<file path="config.mk">
export PLATFORM = sky130hd
export DESIGN_NAME = tick_bcd_timer
export DESIGN_NICKNAME = d
export VERILOG_FILES = /design/src/rtl/tick_timer_pkg.sv /design/src/rtl/bcd_digit.sv /design/src/rtl/tick_bcd_timer.sv
export SDC_FILE = /design/constraint.sdc
export NUM_CORES = 1
export LEC_CHECK = 0
export CAP_MARGIN = 20
export CORE_ASPECT_RATIO = 1.5
export CORE_UTILIZATION = 58
export CTS_CLUSTER_DIAMETER = 60
export DETAILED_ROUTE_END_ITERATION = 8
export HOLD_SLACK_MARGIN = 0.12
export PLACE_DENSITY_LB_ADDON = 0.25
export SKIP_CTS_REPAIR_TIMING = 1
export SYNTH_ARGS = -nofsm -noshare
export SYNTH_HDL_FRONTEND = slang
export SYNTH_SLANG_ARGS = --single-unit
</file>
<file path="constraint.sdc">
create_clock -name clk -period 6 [get_ports clk]
set_clock_uncertainty 0.15 [all_clocks]
set_input_delay 0.9 -clock clk [delete_from_list [all_inputs] [get_ports clk]]
set_output_delay 0.9 -clock clk [all_outputs]
set_load 0.005 [all_outputs]
</file>
<file path="src/rtl/tick_timer_pkg.sv">
// Shared types and digit moduli for the tick-driven MM:SS stopwatch.
package tick_timer_pkg;

  typedef enum logic [1:0] {IDLE, RUN, PAUSE} timer_state_t;

  typedef logic [3:0] bcd_t;

  localparam int SEC_TENS_MOD = 6;
  localparam int DIGIT_MOD    = 10;

endpackage

</file>
<file path="src/rtl/bcd_digit.sv">
// One mod-MOD BCD digit; carry is combinational so a chain of digits
// advances in a single cycle.
module bcd_digit
  import tick_timer_pkg::*;
#(
  parameter int MOD = 10
) (
  input  logic clk,
  input  logic rs_n,
  input  logic inc,
  input  logic clr,
  output bcd_t q,
  output logic carry
);

  localparam bcd_t LAST = bcd_t'(MOD - 1);

  assign carry = inc && (q == LAST);

  always_ff @(posedge clk or negedge rs_n) begin
    if (!rs_n) begin
      q <= '0;
    end else if (clr) begin
      q <= '0;
    end else if (inc) begin
      q <= (q == LAST) ? '0 : q + 4'd1;
    end
  end

endmodule

</file>
<file path="src/rtl/tick_bcd_timer.sv">
// Stopwatch: prescales divider ticks into seconds and accumulates MM:SS in BCD
// with start/stop/clear control and a lap freeze of the displayed value.
module tick_bcd_timer
  import tick_timer_pkg::*;
#(
  parameter int TICKS_PER_SEC = 1
) (
  input  logic clk,
  input  logic rs_n,
  input  logic tick,
  input  logic start,
  input  logic stop,
  input  logic clear,
  input  logic lap,
  output bcd_t sec_ones,
  output bcd_t sec_tens,
  output bcd_t min_ones,
  output bcd_t min_tens,
  output logic running,
  output logic frozen,
  output logic wrap
);

  localparam logic [7:0] PCNT_LAST = 8'(TICKS_PER_SEC - 1);

  timer_state_t     state;
  logic [7:0]       pcnt;
  logic             run_tick;
  logic [4:0]       inc_chain;
  bcd_t [3:0]       live;
  bcd_t [3:0]       snap;

  // clear gates the increment so a coincident tick is discarded
  assign run_tick     = (state == RUN) && tick && !clear;
  assign inc_chain[0] = run_tick && (pcnt == PCNT_LAST);

  for (genvar i = 0; i < 4; i++) begin : g_digit
    bcd_digit #(.MOD((i == 1) ? SEC_TENS_MOD : DIGIT_MOD)) u_digit (
      .clk   (clk),
      .rs_n  (rs_n),
      .inc   (inc_chain[i]),
      .clr   (clear),
      .q     (live[i]),
      .carry (inc_chain[i+1])
    );
  end

  always_ff @(posedge clk or negedge rs_n) begin
    if (!rs_n) begin
      state   <= IDLE;
      running <= 1'b0;
    end else if (clear) begin
      state   <= IDLE;
      running <= 1'b0;
    end else if (stop) begin
      if (state == RUN) begin
        state   <= PAUSE;
        running <= 1'b0;
      end
    end else if (start && state != RUN) begin
      state   <= RUN;
      running <= 1'b1;
    end
  end

  always_ff @(posedge clk or negedge rs_n) begin
    if (!rs_n) begin
      pcnt <= '0;
    end else if (clear) begin
      pcnt <= '0;
    end else if (run_tick) begin
      pcnt <= (pcnt == PCNT_LAST) ? 8'd0 : pcnt + 8'd1;
    end
  end

  // snapshot takes the pre-edge live count, so a coincident increment is excluded
  always_ff @(posedge clk or negedge rs_n) begin
    if (!rs_n) begin
      frozen <= 1'b0;
      snap   <= '0;
    end else if (clear) begin
      frozen <= 1'b0;
    end else if (lap && state == RUN) begin
      frozen <= !frozen;
      if (!frozen) snap <= live;
    end
  end

  always_ff @(posedge clk or negedge rs_n) begin
    if (!rs_n) wrap <= 1'b0;
    else       wrap <= inc_chain[4];
  end

  assign sec_ones = frozen ? snap[0] : live[0];
  assign sec_tens = frozen ? snap[1] : live[1];
  assign min_ones = frozen ? snap[2] : live[2];
  assign min_tens = frozen ? snap[3] : live[3];

endmodule

</file>
# [Word-level counts from Yosys, hierarchy flattened]
# Cells that the tools add are included.
[totals] ff_bits=45 input_bits=7 out_inout_bits=19 elab_cells=77
[op_classes] add_sub_neg=5 n_eq_ne=7 n_mux=29 bitwise=2 n_reduce_logical=21
[op_table] operator="$mux W4" count=16
[op_table] operator="$mux W8" count=3
[op_table] operator="$add A4 B1 Y4 const B" count=4
[op_table] operator="$eq A4 B4 Y1 const B" count=3
[op_table] operator="$reduce_bool A2 Y1" count=6
[op_table] operator="$logic_and A1 B1 Y1" count=9
[op_table] operator="$add A8 B1 Y8 const B" count=1
[op_table] operator="$logic_not A8 Y1" count=1
[op_table] operator="$mux W2" count=4
[op_table] operator="$mux W1" count=6
[op_table] operator="$eq A4 B3 Y1 const B" count=1
[op_table] operator="$ne A3 B1 Y1 const B" count=1
[op_table] operator="$reduce_and A3 Y1" count=1
[op_table] operator="$reduce_bool A3 Y1" count=1
[op_table] operator="$eq A2 B1 Y1 const B" count=1
[op_table] operator="$logic_not A1 Y1" count=2
[op_table] operator="$ne A2 B1 Y1 const B" count=1
[op_table] operator="$not A1 Y1" count=2
[op_table] operator="$reduce_and A2 Y1" count=1

# [Logic depth before layout (Yosys ltp)]
# Gate-level depths: netlist of the first run.
[depth] word_depth=9 depth_mapped=8 depth_no_buf=6

# [Modules after synthesis]
# Synthesis of the first run repeated with hierarchy kept, for this count alone.
[unflattened] cells_unflattened=219 hier_area_um2=2438.6
[by_module_without_submodules] mod="tick_bcd_timer" instances=1 cells_per_inst=118 area_per_inst_um2=1482.7
[by_module_without_submodules] mod="bcd_digit at g_digit[0].u_digit ..." instances=3 cells_per_inst=26 area_per_inst_um2=241.5
[by_module_without_submodules] mod="bcd_digit at g_digit[1].u_digit" instances=1 cells_per_inst=23 area_per_inst_um2=231.5

# [Least setup slack after synthesis of the first run]
# No wires, ideal clock.
[synth_timing] kind="input -> register" startpoint="input clear" endpoint="register snap[0] (netlist name)" setup_time_ns=0.128 t_arrival_ns=2.052 required_time_ns=5.722 slack_ns=3.670 stages=5 n_path_buf=3 cell_sequence="clkbuf_1 -> or3_1 -> buf_2 -> buf_2 -> mux2_1"
[synth_between] elab_chain_cells=2
[synth_rtl] item="from (decl)" line="tick_bcd_timer.sv:13" rtl="input logic clear,"
[synth_rtl] item="$not A1 Y1 (no line)"
[synth_rtl] item="$reduce_and A3 Y1 (no line)"
[synth_rtl] item="to (signal assigned)" line="tick_bcd_timer.sv:85" rtl="if (!frozen) snap <= live;"
[synth_rtl] item="to (decl)" line="tick_bcd_timer.sv:31" rtl="bcd_t [3:0] snap;"
# No other way between the ends.
# A chain may end at the register's enable or synchronous reset.

# [Final worst setup path of the first run]
[layout_timing] startpoint="input clear" endpoint="register g_digit[1].u_digit.q[3]"
[layout_between] elab_chain_cells=5 elab_cells_between_ends=6 cone_classes="mux (1); reduce/logical (5)"
[layout_rtl] item="$logic_not A1 Y1" line="tick_bcd_timer.sv:34" rtl="assign run_tick = (state == RUN) && tick && !clear;"
[layout_rtl] item="$logic_and A1 B1 Y1" line="tick_bcd_timer.sv:34"
[layout_rtl] item="$logic_and A1 B1 Y1" line="tick_bcd_timer.sv:35" rtl="assign inc_chain[0] = run_tick && (pcnt == PCNT_LAST);"
[layout_rtl] item="$logic_and A1 B1 Y1" line="bcd_digit.sv:18" rtl="assign carry = inc && (q == LAST);"
[layout_rtl] item="$reduce_bool A2 Y1 (no line)"
[layout_rtl] item="to (signal assigned)" line="bcd_digit.sv:26" rtl="q <= (q == LAST) ? '0 : q + 4'd1;"
[layout_rtl] item="to (decl)" line="bcd_digit.sv:12" rtl="output bcd_t q,"
# Several ways; a longest one is shown, not always the timed one.

==> impl_metrics.json, run 1 <==
{
  "synth_nets": 244,
  "h-tree-depth": 2,
  "via_per_inst": 6.09,
  "ys.flop_type": "dfrtp_1",
  "dieHeight_um": 80.8,
  "drive_gt1_share_pct": 14.0,
  "grt.overflow.total": 0,
  "pwr-share-seq_pct": 58.4,
  "power.total_uw": 517,
  "finalMaxSlewViolations": 0,
  "clk_latency_ps": 300,
  "drtIter0Drc": 61,
  "rows": 28,
  "final-hold-violation-count": 0,
  "nets": 266,
  "core_area_um2": 3960,
  "synth.avg_cell_area_um2": 10.6,
  "place_area_um2": 2650,
  "drv_cap": 0,
  "grt_usage_pct": 24.1,
  "p_clk_share_pct": 36.6,
  "fin_crit_ps": 3300,
  "drtAntennaViolNets": 0,
  "p_sw_share_pct": 22.1,
  "async_flop_share_pct": 100,
  "clock-root-buffer": "clkbuf_8",
  "place_congestion": 0.768,
  "rsz0062_at_grt": "false",
  "antennaDiodeCount": 0,
  "wl_per_cell_um": 15.4,
  "fin_setup_tns_ps": 0,
  "slew_headroom_pct": 43.8,
  "grt_max_degree": 45,
  "ios": 26,
  "combPwrFrac_pct": 5.0,
  "power_density_nw_per_um2": 187,
  "synth_edf_count": 0,
  "synthAdderAreaFrac_pct": 5.22,
  "ys_seq_area_share_pct": 45.9,
  "fin_crit_sh_pct": 55.0,
  "drc": 0,
  "antenna_found_initial": 0,
  "setup_viol": 0,
  "drt_wl_total_mm": 4.53,
  "hp-class": "reg2reg",
  "pre_cts_slack_ps": 2330,
  "crit_start": "clear",
  "synth_xor_area_share_pct": 1.46,
  "r2r-start": "g_digit[0].u_digit.q[1]",
  "start_util_pct": 60.6,
  "final_cell_mix": "dfrtp_1 (44), clkdlybuf4s50_1 (24), mux2_2 (19), nand2_1 (15), a21oi_1 (15)",
  "fin_ws_ps": 2700,
  "die_w_um": 54.5,
  "cts.path.max_buffers": 2,
  "leakage_uw": 0.00124,
  "outcome": "complete, no violations",
  "first_global_vias": 1705,
  "firstDrtPassIters": 4,
  "p_int_uw": 403,
  "synthCells": 227,
  "cts_made_buffers": 5,
  "p_switching_uw": 114,
  "grt_pass1_wl_mm": 7.59,
  "cp.required_ps": 6060,
  "worst_slew_pin_slew_ps": 843,
  "max_freq_mhz": 303,
  "final_cell_area_um2": 2760,
  "area.growth.synth_to_final_pct": 15.2,
  "cts_sinks": 44,
  "crit_type": "in2reg",
  "synth_compound_area_share_pct": 11.7,
  "syn_area_um2": 2400,
  "hold_start": "snap[8]",
  "die-area_um2": 4400,
  "dr_total_vias": 1796,
  "synth_simple_gate_area_share_pct": 18.0,
  "cp_max_fo": 20,
  "synthDistinctLibCells": 41,
  "place_hpwl_mm": 3.15,
  "synth_top_family_by_area": "simple AND/OR/NAND/NOR gates",
  "cts_tree": "done",
  "start_kind": "input port",
  "synthMuxAreaShare_pct": 14.4,
  "io_buffers": 25,
  "worstPathArrival_ps": 3350,
  "yosysWarnings": 0,
  "fillers": 307,
  "path_clk_slew_ps": 80,
  "ir_worst_vdd_mv": 0.194,
  "synth-seq-cells": 44,
  "final_common_cell": "dfrtp_1",
  "end_kind": "flop"
}
-- worst paths after layout --
| path | to | slack [ps] | cells past startpoint |
|---|---|---|---|
| max in group asynchronous | g_digit[1].u_digit.q[0] | 4850 | 2 |
| hold reg to reg | snap[8] | 340 | 1 |
| setup reg to reg | g_digit[1].u_digit.q[3] | 3550 | 6 |
| min in group asynchronous | snap[1] | 370 | 1 |
| hold / removal | snap[8] | 340 | 1 |
| setup / recovery | g_digit[1].u_digit.q[3] | 2700 | 5 |
-- worst max-delay path, cell delays in order --
cell and delay (ps):
clkdlybuf4s50_1 760, and4bb_2 530, nand4_1 370, or4_1 620
a21oi_1 170
-- Yosys cell counts (all sizes together) (4+ instances only) --
cell type / n / area (um2)
buf: 8 / 36.3
clkbuf: 4 / 15.0
inv: 7 / 26.3
nand3: 12 / 60.1
o21ai: 13 / 65.1
mux2: 29 / 327
a21oi: 15 / 75.1
or4: 6 / 45.0
nand4: 5 / 31.3
nor2: 8 / 30.0
nand2b: 5 / 31.3
nand2: 15 / 56.3
nor2b: 4 / 25.0
dfrtp: 44 / 1100
and3b: 4 / 35.0
ha: 10 / 125
-- flip-flops by register name, indices dropped and copies added, names as in the netlist --
name	cells
state	2
pcnt	8
g_digit.u_digit.q	16
wrap	1
frozen	1
snap	16
-- metal layers --
layer | vias to the layer above | wire (um) | GRT usage [%]
met1 | 889 | 1880 | 26.4
met4 | 0 | 72 | 7.95
met3 | 8 | 145 | 7.12
met2 | 29 | 2440 | 42.7
li1 | 870 | - | -
met5 | - | 0 | 0
-- power groups by stage --
stage	Clock, uW	Sequential (uW)	Combinational (uW)
after floorplan	0	306	12.6
after global placement	0	308	24.7
after detailed placement	0	308	24.9
after CTS	194	302	24.9
after global routing	207	303	28.8
final	189	302	25.9
-- stage by stage --
stage | hold WS [ps] | cells | utilization [%]
2_1_floorplan | 309 | 227 | -
5_1_grt | 356 | 295 | 69.8
3_5_place_dp | 329 | 285 | 66.9
3_3_place_gp | 318 | 285 | 66.9
6_report | 344 | 295 | 69.8
4_1_cts | 347 | 293 | 69.2
-- kinds of logic (layout without fill, tap and decap cells) --
family | Yosys count | after routing
AO/OA/AOI/OAI | 46 | 46
XOR/XNOR | 4 | 4
adder cells (fa/ha/maj) | 10 | 10
buffers and inverters | 19 | 42
flip-flops | 44 | 44
multiplexers | 31 | 31
AND/OR/NAND/NOR | 73 | 73
-- final cells by class --
cell class / instances / area (um2) / area share, %
Sequential cell: 44 / 1100 / 39.8
Timing Repair Buffer: 27 / 270 / 9.78
Inverter: 7 / 26.3 / 0.951
Multi-Input combinational cell: 164 / 1220 / 44.1
Clock buffer: 8 / 90.1 / 3.26
Tap cell: 45 / 56.3 / 2.04
(Power assumes the default switching activity.)
==> run 2: changes to the inputs <==
- CORE_UTILIZATION: 58 -> 56
- clock period: 6 -> 3.35 ns (I/O delays scaled with it)
==> impl_metrics.json, run 2 (synthesized netlist as in run 1, its figures left out) <==
{
  "outcome": "complete, no violations",
  "end_kind": "primary output",
  "fin_util_pct": 69.5,
  "drv_cap": 0,
  "grt_pass1_wl_mm": 7.90,
  "fin_ws_ps": 648,
  "place_hpwl_mm": 3.24,
  "firstDrtPassIters": 4,
  "path_clk_slew_ps": 80,
  "die-area_um2": 4550,
  "via_per_inst": 6.10,
  "leakage_uw": 0.00126,
  "wl_per_cell_um": 15.9,
  "hold_ws_ps": 343,
  "io_buffers": 25,
  "slew_headroom_pct": 45.8,
  "grt_max_degree": 45,
  "cts_made_buffers": 5,
  "ios": 26,
  "hp-class": "reg2reg",
  "finalMaxSlewViolations": 0,
  "drt_wl_total_mm": 4.72,
  "crit_type": "reg2out",
  "antenna_found_initial": 0,
  "worstPathArrival_ps": 2050,
  "p_int_uw": 777,
  "dr_total_vias": 1811,
  "p_switching_uw": 216,
  "start_kind": "flop",
  "fillers": 327,
  "fin_crit_sh_pct": 80.6,
  "max_freq_mhz": 370,
  "grt_usage_pct": 22.2,
  "cts_tree": "done",
  "ir_worst_vdd_mv": 0.294,
  "place_congestion": 0.765,
  "die_w_um": 55.4,
  "drc": 0,
  "antennaDiodeCount": 0,
  "start_util_pct": 59.5,
  "final_cell_mix": "dfrtp_1 (44), clkdlybuf4s50_1 (24), mux2_2 (19), nand2_1 (15), a21oi_1 (15)",
  "cp.required_ps": 2700,
  "h-tree-depth": 2,
  "cp_max_fo": 23,
  "p_sw_share_pct": 21.7,
  "rows": 28,
  "drtAntennaViolNets": 0,
  "r2r-end": "g_digit[3].u_digit.q[1]",
  "fin_crit_ps": 2700,
  "crit_start": "frozen",
  "dieHeight_um": 82.2,
  "cts.path.max_buffers": 2,
  "final-hold-violation-count": 0,
  "fin_setup_tns_ps": 0,
  "p_clk_share_pct": 40.6,
  "first_global_vias": 1731,
  "pre_cts_slack_ps": 747,
  "pwr-share-seq_pct": 54.5,
  "worst_slew_pin_slew_ps": 812,
  "reg2reg_slack_ps": 950,
  "reg2regPathDepth": 6,
  "r2r-start": "g_digit[0].u_digit.q[1]",
  "clock-root-buffer": "clkbuf_8",
  "grt.overflow.total": 0,
  "clk_latency_ps": 300,
  "drive_gt1_share_pct": 14.7,
  "area.growth.synth_to_final_pct": 16.8,
  "cts_sinks": 44,
  "power_density_nw_per_um2": 354,
  "core_area_um2": 4030,
  "combPwrFrac_pct": 4.9,
  "final_common_cell": "dfrtp_1",
  "nets": 268,
  "crit_path_end": "min_tens[2]",
  "drtIter0Drc": 46,
  "rsz0062_at_grt": "false",
  "setup_viol": 0,
  "largestRegisters": "g_digit.u_digit.q (16), snap (16), pcnt (8)"
}
## run 2: critical path, cell delays in order (launching register included)
cell and delay, ps:
dfrtp_1 880, mux2_2 420, clkdlybuf4s50_1 460
## run 2: worst min-delay path by stage
stage,depth (start not counted),start,slack (ps),end
2_1_floorplan,0,rs_n,60,frozen
3_3_place_gp,1,snap[2],320,snap[2]
3_5_place_dp,1,snap[2],330,snap[2]
4_1_cts,1,rs_n,240,snap[0]
5_1_grt,1,snap[14],360,snap[14]
6_report,1,snap[4],340,snap[4]
## run 2: cell type report
cell class	instances	area, um2	share of cell area [%]
Multi-Input combinational cell	164	1220	43.5
Sequential cell	44	1100	39.3
Timing Repair Buffer	29	290	10.4
Clock buffer	6	72.6	2.59
Tap cell	45	56.3	2.01
Clock inverter	2	35.0	1.25
Inverter	7	26.3	0.938
## run 2: power by group through the flow
stage                     logic [uW]  clock network, uW  registers [uW]
final                           48.4                403             541
after global routing            54.5                427             542
after CTS                       46.0                408             541
after detailed placement        45.8                  0             551
after global placement          44.9                  0             551
after floorplan                 22.5                  0             547
## run 2: per-stage QoR
stage / cell area (um2) / cells / total power, uW
2_1_floorplan: 2400 / 227 / 570
3_3_place_gp: 2660 / 287 / 596
3_5_place_dp: 2660 / 287 / 597
4_1_cts: 2770 / 295 / 995
5_1_grt: 2800 / 297 / 1020
6_report: 2800 / 297 / 992
## run 2: layer usage
| layer | vias to the layer above | track usage [%] | share of wire, % |
|---|---|---|---|
| li1 | 876 | - | - |
| met1 | 899 | 24.5 | 42 |
| met2 | 31 | 42.3 | 54 |
| met3 | 5 | 4.05 | 2.5 |
| met4 | 0 | 9.00 | 1.4 |
| met5 | - | 0 | 0 |
==> run 3: changes to the inputs <==
- CORE_UTILIZATION: 56 -> 51
- clock period: 3.35 -> 2.3 ns (I/O delays scaled with it)
==> impl_metrics.json, run 3 (synthesized netlist as in run 1, its figures left out) <==
{
  "outcome": "complete, no violations",
  "pwr-share-seq_pct": 54.2,
  "start_kind": "flop",
  "cts.path.max_buffers": 2,
  "drv_cap": 0,
  "setup_viol": 0,
  "die-area_um2": 4990,
  "met3_usage_pct": 3.92,
  "grt_pass1_wl_mm": 8.21,
  "hp-class": "reg2reg",
  "end_kind": "primary output",
  "dieHeight_um": 86.0,
  "clock-root-buffer": "clkbuf_8",
  "crit_type": "reg2out",
  "place_hpwl_mm": 3.30,
  "met2_usage_pct": 39.2,
  "firstDrtPassIters": 4,
  "h-tree-depth": 2,
  "cts_tree": "done",
  "area.growth.synth_to_final_pct": 19.2,
  "leakage_uw": 0.00130,
  "p_switching_uw": 309,
  "final_cell_mix": "dfrtp_1 (44), clkdlybuf4s50_1 (24), mux2_2 (19), nand2_1 (15), a21oi_1 (15)",
  "fin_crit_sh_pct": 95.3,
  "final_common_cell": "dfrtp_1",
  "antenna_found_initial": 0,
  "max_freq_mhz": 456,
  "cpPeakStageDelay_ps": 440,
  "place_congestion": 0.831,
  "fin_crit_ps": 2190,
  "crit_path_top_delay_cell": "clkdlybuf4s50_1",
  "slew_headroom_pct": 63.0,
  "hold_ws_ps": 343,
  "cts_made_buffers": 5,
  "worst-path-buf-inv": 2,
  "antennaDiodeCount": 0,
  "top_usage_layer": "met2",
  "dr_total_vias": 1839,
  "drtAntennaViolNets": 0,
  "final_cells": 309,
  "path_clk_slew_ps": 80,
  "cts_sinks": 44,
  "grt_usage_pct": 21.5,
  "final-hold-violation-count": 0,
  "start_util_pct": 53.2,
  "finalMaxSlewViolations": 0,
  "drc": 0,
  "die_w_um": 58.0,
  "cp_max_fo": 23,
  "cp.required_ps": 1800,
  "ir_worst_vdd_mv": 0.484,
  "nets": 277,
  "drt_wl_total_mm": 4.78,
  "dpl.cell_count": 298,
  "largestRegisters": "g_digit.u_digit.q (16), snap (16), pcnt (8)",
  "wl_per_cell_um": 15.5,
  "drtIter0Drc": 48,
  "clk_latency_ps": 300,
  "worstPathArrival_ps": 1700,
  "grt.overflow.total": 0,
  "io_buffers": 25,
  "p_clk_share_pct": 40.4,
  "first_global_vias": 1824,
  "ios": 26,
  "path_delay_family": "buffers and inverters",
  "power_density_nw_per_um2": 504,
  "fillers": 387,
  "cp_cell_sequence": "buf_4 -> mux2_2 -> clkdlybuf4s50_1",
  "via_per_inst": 5.95,
  "core_area_um2": 4500,
  "grt.met1_usage_pct": 23.7,
  "drive_gt1_share_pct": 17.6,
  "p_sw_share_pct": 21.4,
  "p_int_uw": 1130,
  "worst_slew_pin_slew_ps": 555,
  "rows": 30,
  "combPwrFrac_pct": 5.4,
  "grt_max_degree": 45
}
[run 3: final cells by class]
cell class	instances	area (um2)	share of cell area [%]
repair buffers	38	345	12.1
multi-input cells	164	1220	42.7
inverters	7	26.3	0.919
clock inverters	2	35.0	1.22
well taps	48	60.1	2.10
flip-flops and latches	44	1100	38.5
clock buffers	6	72.6	2.54
[run 3: power groups by stage]
stage / sequential [uW] / combinational, uW / clock, uW
after global routing: 782 / 88.8 / 618
after detailed placement: 797 / 78.5 / 0
final: 781 / 77.7 / 582
after global placement: 796 / 78.1 / 0
after CTS: 781 / 78.5 / 596
after floorplan: 797 / 32.8 / 0
[run 3: path summary, 6_finish.rpt]
path                                                end  slack [ps]  startpoint  cells past startpoint
worst max-delay path                        sec_ones[3]         110      frozen                      3
worst min-delay path                            snap[6]         340     snap[6]                      1
min in group asynchronous                       snap[0]         500        rs_n                      3
worst max register to register  g_digit[3].u_digit.q[0]         120     pcnt[0]                      7
max in group asynchronous       g_digit[3].u_digit.q[1]        1120        rs_n                      3
worst min register to register                  snap[6]         340     snap[6]                      1
[run 3: stage by stage]
step	utilization [%]	TNS (ps)	setup slack, ps	area (um2)	power [uW]
2_1_floorplan	-	0	309	2400	830
5_1_grt	63.5	-14.4	-10.8	2860	1490
3_5_place_dp	60.6	0	72.2	2730	875
3_3_place_gp	60.6	0	110	2730	875
4_1_cts	62.9	0	82.1	2840	1460
6_report	63.5	0	107	2860	1440
[run 3: metal layers]
metal	part of all wire [%]	wire (um)	vias up
met3	2.1	101	12
met4	2.8	135	0
met2	54	2580	25
li1	-	-	892
met5	0	0	-
met1	41	1960	910
